--- src/rtl/rsa_pkg.sv ---
// Shared types and constants for the RSA modular-exponentiation engine.
package rsa_pkg;

  typedef enum logic [1:0] {
    IDLE = 2'd0,
    LOAD = 2'd1,
    STEP = 2'd2
  } rsa_state_e;

  localparam logic CFG_SEL_E = 1'b0;
  localparam logic CFG_SEL_N = 1'b1;

  localparam int RSA_DEFAULT_N = 3233;
  localparam int RSA_DEFAULT_E = 17;

endpackage

--- src/rtl/rsa_modexp_engine_if.sv ---
// Config/start/result bus of the modexp engine; master is the pipeline controller side.
interface rsa_modexp_engine_if #(
  parameter int WIDTH = 16
);
  logic             cfg_we;
  logic             cfg_sel;
  logic [WIDTH-1:0] cfg_data;
  logic             start;
  logic [WIDTH-1:0] msg;
  logic             busy;
  logic             done;
  logic             err;
  logic [WIDTH-1:0] result;

  modport master (
    output cfg_we, cfg_sel, cfg_data, start, msg,
    input  busy, done, err, result
  );

  modport slave (
    input  cfg_we, cfg_sel, cfg_data, start, msg,
    output busy, done, err, result
  );
endinterface

--- src/rtl/rsa_modmul.sv ---
// Combinational (a*b) mod n on a full double-width product.
module rsa_modmul #(
  parameter int WIDTH = 16
) (
  input  logic [WIDTH-1:0] a,
  input  logic [WIDTH-1:0] b,
  input  logic [WIDTH-1:0] n,
  output logic [WIDTH-1:0] p
);
  localparam int PW = 2 * WIDTH;

  logic [PW-1:0] prod;

  always_comb begin
    prod = PW'(a) * PW'(b);
    // n==0 is never used by the engine (caught as an error), but keep the divider defined
    if (n == '0) p = '0;
    else         p = WIDTH'(prod % PW'(n));
  end
endmodule

--- src/rtl/rsa_modexp_engine.sv ---
// Right-to-left square-and-multiply msg^e mod n, one exponent bit per clock.
// Define RSA_MODEXP_CONST_TIME_EN to always run EXP_WIDTH steps regardless of e.
module rsa_modexp_engine
  import rsa_pkg::*;
#(
  parameter int WIDTH     = 16,
  parameter int EXP_WIDTH = 16
) (
  input logic                clk,
  input logic                rst_n,
  rsa_modexp_engine_if.slave bus
);
  // state | meaning
  // IDLE  | waiting for start, config writes accepted
  // LOAD  | reduce msg into base, acc=1, check modulus / zero exponent
  // STEP  | one square-and-multiply step per exponent bit

  rsa_state_e state, state_nxt;

  logic [WIDTH-1:0]     n_r, n_op, msg_r, base_r, acc_r;
  logic [WIDTH-1:0]     mul_a, mul_b, mul_p, sq_p, result_r;
  logic [EXP_WIDTH-1:0] e_r, exp_r;
  logic                 done_r, err_r;
  logic                 ld_op, step_en, fin, fin_err, fin_one, last_step;

`ifdef RSA_MODEXP_CONST_TIME_EN
  localparam int CNT_W = $clog2(EXP_WIDTH + 1);
  logic [CNT_W-1:0] cnt;
  assign last_step = (cnt == '0);
`else
  assign last_step = ((exp_r >> 1) == '0);
`endif

  // LOAD borrows the multiply path to compute msg*1 mod n
  assign mul_a = (state == LOAD) ? msg_r : acc_r;
  assign mul_b = (state == LOAD) ? WIDTH'(1) : base_r;

  rsa_modmul #(.WIDTH(WIDTH)) u_mul (.a(mul_a),  .b(mul_b),  .n(n_op), .p(mul_p));
  rsa_modmul #(.WIDTH(WIDTH)) u_sq  (.a(base_r), .b(base_r), .n(n_op), .p(sq_p));

  always_ff @(posedge clk) begin
    if (!rst_n) state <= IDLE;
    else        state <= state_nxt;
  end

  always_comb begin
    state_nxt = state;
    ld_op     = 1'b0;
    step_en   = 1'b0;
    fin       = 1'b0;
    fin_err   = 1'b0;
    fin_one   = 1'b0;
    case (state)
      IDLE: begin
        if (bus.start) begin
          ld_op     = 1'b1;
          state_nxt = LOAD;
        end
      end
      LOAD: begin
        if (n_op < WIDTH'(2)) begin
          fin       = 1'b1;
          fin_err   = 1'b1;
          state_nxt = IDLE;
        end else begin
`ifdef RSA_MODEXP_CONST_TIME_EN
          state_nxt = STEP;
`else
          if (exp_r == '0) begin
            fin       = 1'b1;
            fin_one   = 1'b1;
            state_nxt = IDLE;
          end else begin
            state_nxt = STEP;
          end
`endif
        end
      end
      STEP: begin
        step_en = 1'b1;
        if (last_step) begin
          fin       = 1'b1;
          state_nxt = IDLE;
        end
      end
      default: state_nxt = IDLE;
    endcase
  end

  always_ff @(posedge clk) begin
    if (!rst_n) begin
      n_r      <= WIDTH'(RSA_DEFAULT_N);
      e_r      <= EXP_WIDTH'(RSA_DEFAULT_E);
      n_op     <= '0;
      msg_r    <= '0;
      exp_r    <= '0;
      base_r   <= '0;
      acc_r    <= '0;
      done_r   <= 1'b0;
      err_r    <= 1'b0;
      result_r <= '0;
`ifdef RSA_MODEXP_CONST_TIME_EN
      cnt      <= '0;
`endif
    end else begin
      done_r <= fin;
      if (state == IDLE && bus.cfg_we) begin
        if (bus.cfg_sel == CFG_SEL_E) e_r <= EXP_WIDTH'(bus.cfg_data);
        else                          n_r <= bus.cfg_data;
      end
      // operands are snapshotted so a same-edge config write only affects later runs
      if (ld_op) begin
        msg_r <= bus.msg;
        exp_r <= e_r;
        n_op  <= n_r;
      end
      if (state == LOAD) begin
        base_r <= mul_p;
        acc_r  <= WIDTH'(1);
`ifdef RSA_MODEXP_CONST_TIME_EN
        cnt    <= CNT_W'(EXP_WIDTH - 1);
`endif
      end
      if (step_en) begin
        if (exp_r[0]) acc_r <= mul_p;
        base_r <= sq_p;
        exp_r  <= exp_r >> 1;
`ifdef RSA_MODEXP_CONST_TIME_EN
        cnt    <= cnt - 1'b1;
`endif
      end
      if (fin) begin
        err_r <= fin_err;
        if (fin_err)      result_r <= '0;
        else if (fin_one) result_r <= WIDTH'(1);
        else if (exp_r[0]) result_r <= mul_p;
        else              result_r <= acc_r;
      end
    end
  end

  assign bus.busy   = (state != IDLE);
  assign bus.done   = done_r;
  assign bus.err    = err_r;
  assign bus.result = result_r;

endmodule

--- src/flat_wrapper.sv ---
// flat-port wrapper written by rule: the top's interface ports become plain ports
module rsa_modexp_engine_flat import rsa_pkg::*;
#(
  parameter int WIDTH     = 16,
  parameter int EXP_WIDTH = 16
)
  (clk, rst_n, bus_cfg_we, bus_cfg_sel, bus_cfg_data, bus_start, bus_msg, bus_busy, bus_done, bus_err, bus_result);
  rsa_modexp_engine_if #(.WIDTH(WIDTH)) bus_i ();
  input logic clk;
  input logic rst_n;
  input wire logic [$bits(bus_i.cfg_we)-1:0] bus_cfg_we;
  input wire logic [$bits(bus_i.cfg_sel)-1:0] bus_cfg_sel;
  input wire logic [$bits(bus_i.cfg_data)-1:0] bus_cfg_data;
  input wire logic [$bits(bus_i.start)-1:0] bus_start;
  input wire logic [$bits(bus_i.msg)-1:0] bus_msg;
  output wire logic [$bits(bus_i.busy)-1:0] bus_busy;
  output wire logic [$bits(bus_i.done)-1:0] bus_done;
  output wire logic [$bits(bus_i.err)-1:0] bus_err;
  output wire logic [$bits(bus_i.result)-1:0] bus_result;
  assign bus_i.cfg_we = bus_cfg_we;
  assign bus_i.cfg_sel = bus_cfg_sel;
  assign bus_i.cfg_data = bus_cfg_data;
  assign bus_i.start = bus_start;
  assign bus_i.msg = bus_msg;
  assign bus_busy = bus_i.busy;
  assign bus_done = bus_i.done;
  assign bus_err = bus_i.err;
  assign bus_result = bus_i.result;
  rsa_modexp_engine #(.WIDTH(WIDTH), .EXP_WIDTH(EXP_WIDTH)) u_core (.clk(clk), .rst_n(rst_n), .bus(bus_i));
endmodule
--- config.mk ---
export PLATFORM = sky130hd
export DESIGN_NAME = rsa_modexp_engine_flat
export DESIGN_NICKNAME = d
export VERILOG_FILES = /design/src/rtl/rsa_pkg.sv /design/src/rtl/rsa_modexp_engine_if.sv /design/src/rtl/rsa_modmul.sv /design/src/rtl/rsa_modexp_engine.sv /design/src/flat_wrapper.sv
export SDC_FILE = /design/constraint.sdc
export NUM_CORES = 2
export LEC_CHECK = 0
export BUFFER_PORTS_ARGS = -buffer_cell sky130_fd_sc_hd__buf_2
export CAP_MARGIN = 0
export CORE_MARGIN = 5
export CORE_UTILIZATION = 65
export DETAILED_ROUTE_END_ITERATION = 8
export PLACE_DENSITY_LB_ADDON = 0.08
export SLEW_MARGIN = 20
export SYNTH_ARGS = -nofsm -noshare
export SYNTH_HDL_FRONTEND = slang
export SYNTH_HIERARCHICAL = 1
export SYNTH_SLANG_ARGS = --single-unit
--- constraint.sdc ---
create_clock -name clk -period 146.5 [get_ports clk]
set_input_delay 14.65 -clock clk [delete_from_list [all_inputs] [get_ports clk]]
set_output_delay 14.65 -clock clk [all_outputs]
set_load 0.03 [all_outputs]
-- Word level (Yosys, flattened, before mapping)
Index checks and enable logic that the tools add are counted.
- flip-flop bits (word level): 132
- logic and storage cells: 65
- $mul: 2
- multiplexer cells: 30
- equality and inequality tests: 4
- magnitude comparators: 1
- bitwise logic cells: 2
- reductions and logical operators: 12
- divide/modulo/power cells: 2
- operators with widths (kind ; number):
    $mux W16 ; 12
    $mod A32 B16 Y32 ; 2
    $mul A16 B16 Y32 ; 2
    $logic_not A16 Y1 ; 3
    $mux W15 ; 2
    $lt A16 B2 Y1 const B ; 1
    $mux W1 ; 10
    $mux W2 ; 4
    $pmux W2 S3 ; 1
    $reduce_and A2 Y1 ; 3
    $reduce_bool A2 Y1 ; 3
    $eq A2 B1 Y1 const B ; 1
    $eq A2 B2 Y1 const B ; 1
    $logic_not A2 Y1 ; 1
    $ne A2 B1 Y1 const B ; 1
    $ne A2 B2 Y1 const B ; 1
    $not A1 Y1 ; 2
    $pmux W1 S2 ; 1
    $reduce_or A2 Y1 ; 1
    $logic_and A1 B1 Y1 ; 1

-- Logic depth before layout (Yosys ltp)
- word-level depth: 8
- gate-level depth with buffers: 503

-- Cells and area by module
The synthesis kept the hierarchy.
- modules (own cells, without submodules) (module ; area an instance (sq um) ; times used ; cells each):
    rsa_modmul (u_core.u_mul) ; 32598.8 ; 1 ; 4471
    rsa_modmul (u_core.u_sq) ; 32087.0 ; 1 ; 4386
    rsa_modexp_engine ; 5604.1 ; 1 ; 695

-- Least setup slack after synthesis
OpenSTA, ideal clock, no wires.
- kind: register to register
- start point: register u_core.state[1]
- end point: register u_core.result_r[5] (netlist: u_core/bus.result[5])
- path slack: 48.754 ns
- path buffers: 48
- arrival: 97.631 ns
- clock period less this slack: 97.746 ns
- data required time: 146.384 ns
- stages on the path, launching flop included: 468
- path through: dfxtp_1 -> inv_1 -> ha_1 -> buf_2 -> buf_1 -> mux2_1 -> clkbuf_1 -> and2_1 -> fa_1 -> fa_1 -> fa_1 -> fa_1 -> fa_1 -> inv_1 -> fa_1 -> inv_1 -> ha_1 -> clkbuf_1 -> [... 432 more ...] -> a21o_1 -> a21o_1 -> a21o_1 -> a21o_1 -> a221oi_1 -> nor2b_1 -> o21ai_0 -> nand2b_1 -> o21ai_0 -> nand2b_1 -> a211oi_1 -> nand3_1 -> a2111o_1 -> buf_4 -> o21ai_1 -> a21oi_1 -> mux2_1 -> a31o_1
- longest elaborated chain between the ends: 8
- elaborated cells on any way between the ends: 13
- RTL lines (item ; line ; RTL):
    start: declaration ; rsa_modexp_engine.sv:18 ; rsa_state_e state, state_nxt;
    start signal: assignment ; rsa_modexp_engine.sv:43 ; else state <= state_nxt;
    $eq A2 B1 Y1 ; rsa_modexp_engine.sv:35 ; assign mul_a = (state == LOAD) ? msg_r : acc_r;
    $mux W16 ; rsa_modexp_engine.sv:35 ;
    via u_core.mul_a[4] ; rsa_modexp_engine.sv:21 ; logic [WIDTH-1:0] mul_a, mul_b, mul_p, sq_p, result_r;
    $mul A16 B16 Y32 ; rsa_modmul.sv:15 ; prod = PW'(a) * PW'(b);
    $mod A32 B16 Y32 ; rsa_modmul.sv:18 ; else p = WIDTH'(prod % PW'(n));
    $mux W16 ; rsa_modmul.sv:17 ; if (n == '0) p = '0;
    via u_core.mul_p[5] ; rsa_modexp_engine.sv:21 ;
    $mux W16 ; rsa_modexp_engine.sv:136 ; else if (exp_r[0]) result_r <= mul_p;
    $mux W16 ; rsa_modexp_engine.sv:135 ; else if (fin_one) result_r <= WIDTH'(1);
    $mux W16 ; rsa_modexp_engine.sv:134 ; if (fin_err) result_r <= '0;
    end signal: assignment ; rsa_modexp_engine.sv:136 ;
    end signal: assignment ; rsa_modexp_engine.sv:137 ; else result_r <= acc_r;
    end: declaration ; rsa_modexp_engine.sv:21 ;
The timed path passes the listed nets, and every way through them passes these cells.
A chain may end at the register's enable or synchronous reset.

-- Final worst setup path
- start point: register u_core.state[1]
- end point: register u_core.result_r[0] (netlist: u_core/bus.result[0])
The elaborated chain is that of the path after synthesis.

==> results.md <==
* Ant. Diodes at 0
* Root Driver: clkbuf_16
* Num CTS Buffers at 17
* Core area at 107,000 sq um
* Rows at 120
* Critical Path RT at 146,850 ps
* Area delta synth->final at 3.27%
* WHS at roughly 460 ps
* Vias/cell at 6.68
* Crit Path Category: reg2reg
* Worst min path class: reg2reg
* Worst skew pair latency at 420 ps
* DP Area at slightly above 70,000 sq um
* Vias in the first global route at a little under 70,000
* CP Capture Type: flip-flop
* Synth Area in Simple Gates at 0.251
* Setup Fix Bufs, Post-CTS at 0
* Clock-pin slew on the worst setup and hold paths at approximately 60 ps
* GRT Total Usage at 0.364
* Drt wl/cell at just over 20 um
* EDFF count, synth at 0
* RSZ-0062 raised after global routing: false
* Gate Count Post-Synth at between 9,000 and 10,000
* Synthesis-stage register bit count at 132
* Final Net Count at 10,900
* Largest family of logic cells by synthesized area: adder cells
* Register area share after synthesis at 0.0376
* Adder-cell area share of the yosys netlist at 0.289
* Worst relative slew slack at 0.193
* Mapped Area at 70,300 sq um
* GPL Wtd Cong at 0.984
* Avg Inst Size Synth at 7.36 sq um
* Total number of vias at around 72,000
* Commonest non-fill, non-tap cells in the layout: nand2_1, ha_1, nor2_1, a21oi_1, inv_1
* Max incr delay on CP at between 800 and 900 ps
* Max frequency at 8.77 MHz
* Initial DRC count at 6,250
* Max Cap Viol at 0
* Synth warn at 6
* Synth Area in XOR/XNOR at 0.0543
* DRC violations left at 0
* Top FF cell, synth: dfxtp_1
* First-pass GRT wire length at 355,000 um
* Family with the most delay on the worst path: compound AO/OA/AOI/OAI gates
* Port bufs at 55
* Fin Clk Skew at 8.08 ps
* # IOs at 56
* Initial antenna violation count at 4
* Slowest cell on crit path: a2111oi_0
* Sink Count at about 130
* Clock period minus worst slack at 114,000 ps
* Yosys cell types at 146
* CTS resizes at 0
* Fin Setup TNS at 0 ps
* Cell seen most often among critical-path stages: o21a_1
* CP startpoint kind: flip-flop
* Crit path DAT at 114,350 ps
* # hold bufs at CTS at 0
* Final ANT Viol Nets at 0
* Status: finished, final reports clean
* Fraction of registers with async set or reset after synthesis at 0
* CP Max Fanout at 42
* Most common cell after layout, fill and taps aside: nand2_1
* Synthesized net count at 11,000
* Fin. Hold Viols at 0
* Register area at 2640 sq um
* CTS HTree Levels at 4
* Synth Area in Compound Gates at 0.274
* GRT Residual Overflow at 0
* Share of layout cells above drive strength 1 at 0.0699
* Initial Utilization at 0.656
* Fillers at 9,475
* CTS tree: built
* Die W at 339 um
* Largest net degree at the start of global routing at between 100 and 150
* # setup viols final at 0
* Final Max Tran Viols at 0
* Die area at 115,000 sq um
* Mux cell area share after synthesis at 0.0420
* Post-route cell area at 72,600 sq um
* Max Root-Sink Buffers at 2
* Multi-input gate area at 64,100 sq um
* Drt first pass iters at 6
* Worst Max-Slew Pin Slew at 1210 ps
* Die Height at 339 um
* Final WL at 222,000 um
* CP Buf/Inv Count at 25
* Crit share post-route at 0.778
* DP HPWL at approximately 170,000 um
synthesized netlist by cell type (all sizes together) (31+ instances only):
library cell | number | area [sq um]
xnor2 | 263 | 2310
fa | 390 | 7810
or2 | 107 | 669
nor4 | 69 | 527
nor2b | 91 | 569
a31oi | 75 | 503
o211ai | 94 | 734
clkbuf | 232 | 872
o211a | 34 | 348
a21oi | 712 | 3590
o21ai | 420 | 2140
a31o | 42 | 368
a21o | 247 | 1860
mux2 | 193 | 2180
nor3 | 464 | 2400
dfxtp | 132 | 2640
nand2b | 85 | 534
a211o | 45 | 394
buf | 80 | 503
a211oi | 102 | 823
nor2 | 718 | 2710
xor2 | 172 | 1510
nand4 | 69 | 450
and3 | 60 | 375
o31ai | 212 | 1630
o22ai | 31 | 219
nand3 | 206 | 1050
nand2 | 1169 | 4400
a21boi | 45 | 353
ha | 999 | 12500
and2 | 334 | 2090
or3 | 91 | 579
mux2i | 77 | 771
o21a | 393 | 2950
inv | 611 | 2290
worst min-delay path, cell delays in order, from the launching register on:
cell	delay, ps
dfxtp_1	310
nand2_1	50
a21oi_1	50
per-stage QoR:
stage / utilization / instances / worst slack, ps
finish: 0.677 / 10800 / 32500
global route: 0.677 / 10800 / 24920
CTS: 0.677 / 10800 / 33810
detailed placement: 0.671 / 10800 / 34200
global placement: 0.670 / 10800 / 35060
floorplan: - / 9552 / 48750
final timing paths:
check	from	to	slack, ps	depth (start not counted)
setup / recovery	u_core/state[1]	u_core/bus.result[0]	32500	439
hold / removal	u_core/msg_r[1]	u_core/msg_r[1]	460	2
setup reg to reg	u_core/state[1]	u_core/bus.result[0]	32500	439
hold reg to reg	u_core/msg_r[1]	u_core/msg_r[1]	460	2
routing by layer:
metal / wire length [um] / track usage / up-vias
met5: 0 / 0 / -
met4: 11400 / 0.168 / 0
met3: 15300 / 0.0415 / 675
met2: 103000 / 0.624 / 2916
met1: 91600 / 0.460 / 34400
li1: - / - / 34500
state kept, by name, indices dropped and copies added, names as in the netlist:
| signal | count |
|---|---|
| u_core/exp_r | 16 |
| u_core/bus.result | 16 |
| u_core/base_r | 16 |
| u_core/n_r | 16 |
| u_core/n_op | 16 |
| u_core/bus.err | 1 |
| u_core/acc_r | 16 |
| u_core/bus.done | 1 |
| u_core/e_r | 16 |
| u_core/msg_r | 16 |
| u_core/state | 2 |
area by class of cell:
| cell class | instances | share of cell area |
|---|---|---|
| Multi-Input combinational cell | 8496 | 0.882 |
| Sequential cell | 132 | 0.0364 |
| Inverter | 611 | 0.0316 |
| Tap cell | 1403 | 0.0242 |
| Timing Repair Buffer | 175 | 0.0171 |
| Clock buffer | 25 | 0.00696 |
| Clock inverter | 7 | 0.00129 |
logic make-up (layout without fill, tap and decap cells):
| family | count (synthesis) | after routing |
|---|---|---|
| simple gates | 3604 | 3604 |
| compound gates | 2796 | 2796 |
| fa+ha+maj | 1391 | 1391 |
| buf+inv | 924 | 818 |
| xor+xnor | 435 | 435 |
| mux | 270 | 270 |
| flops | 132 | 132 |
Power is left out: the tool's default activity adds up to more than one toggle a clock period on the data nets, which glitch-free logic cannot reach.
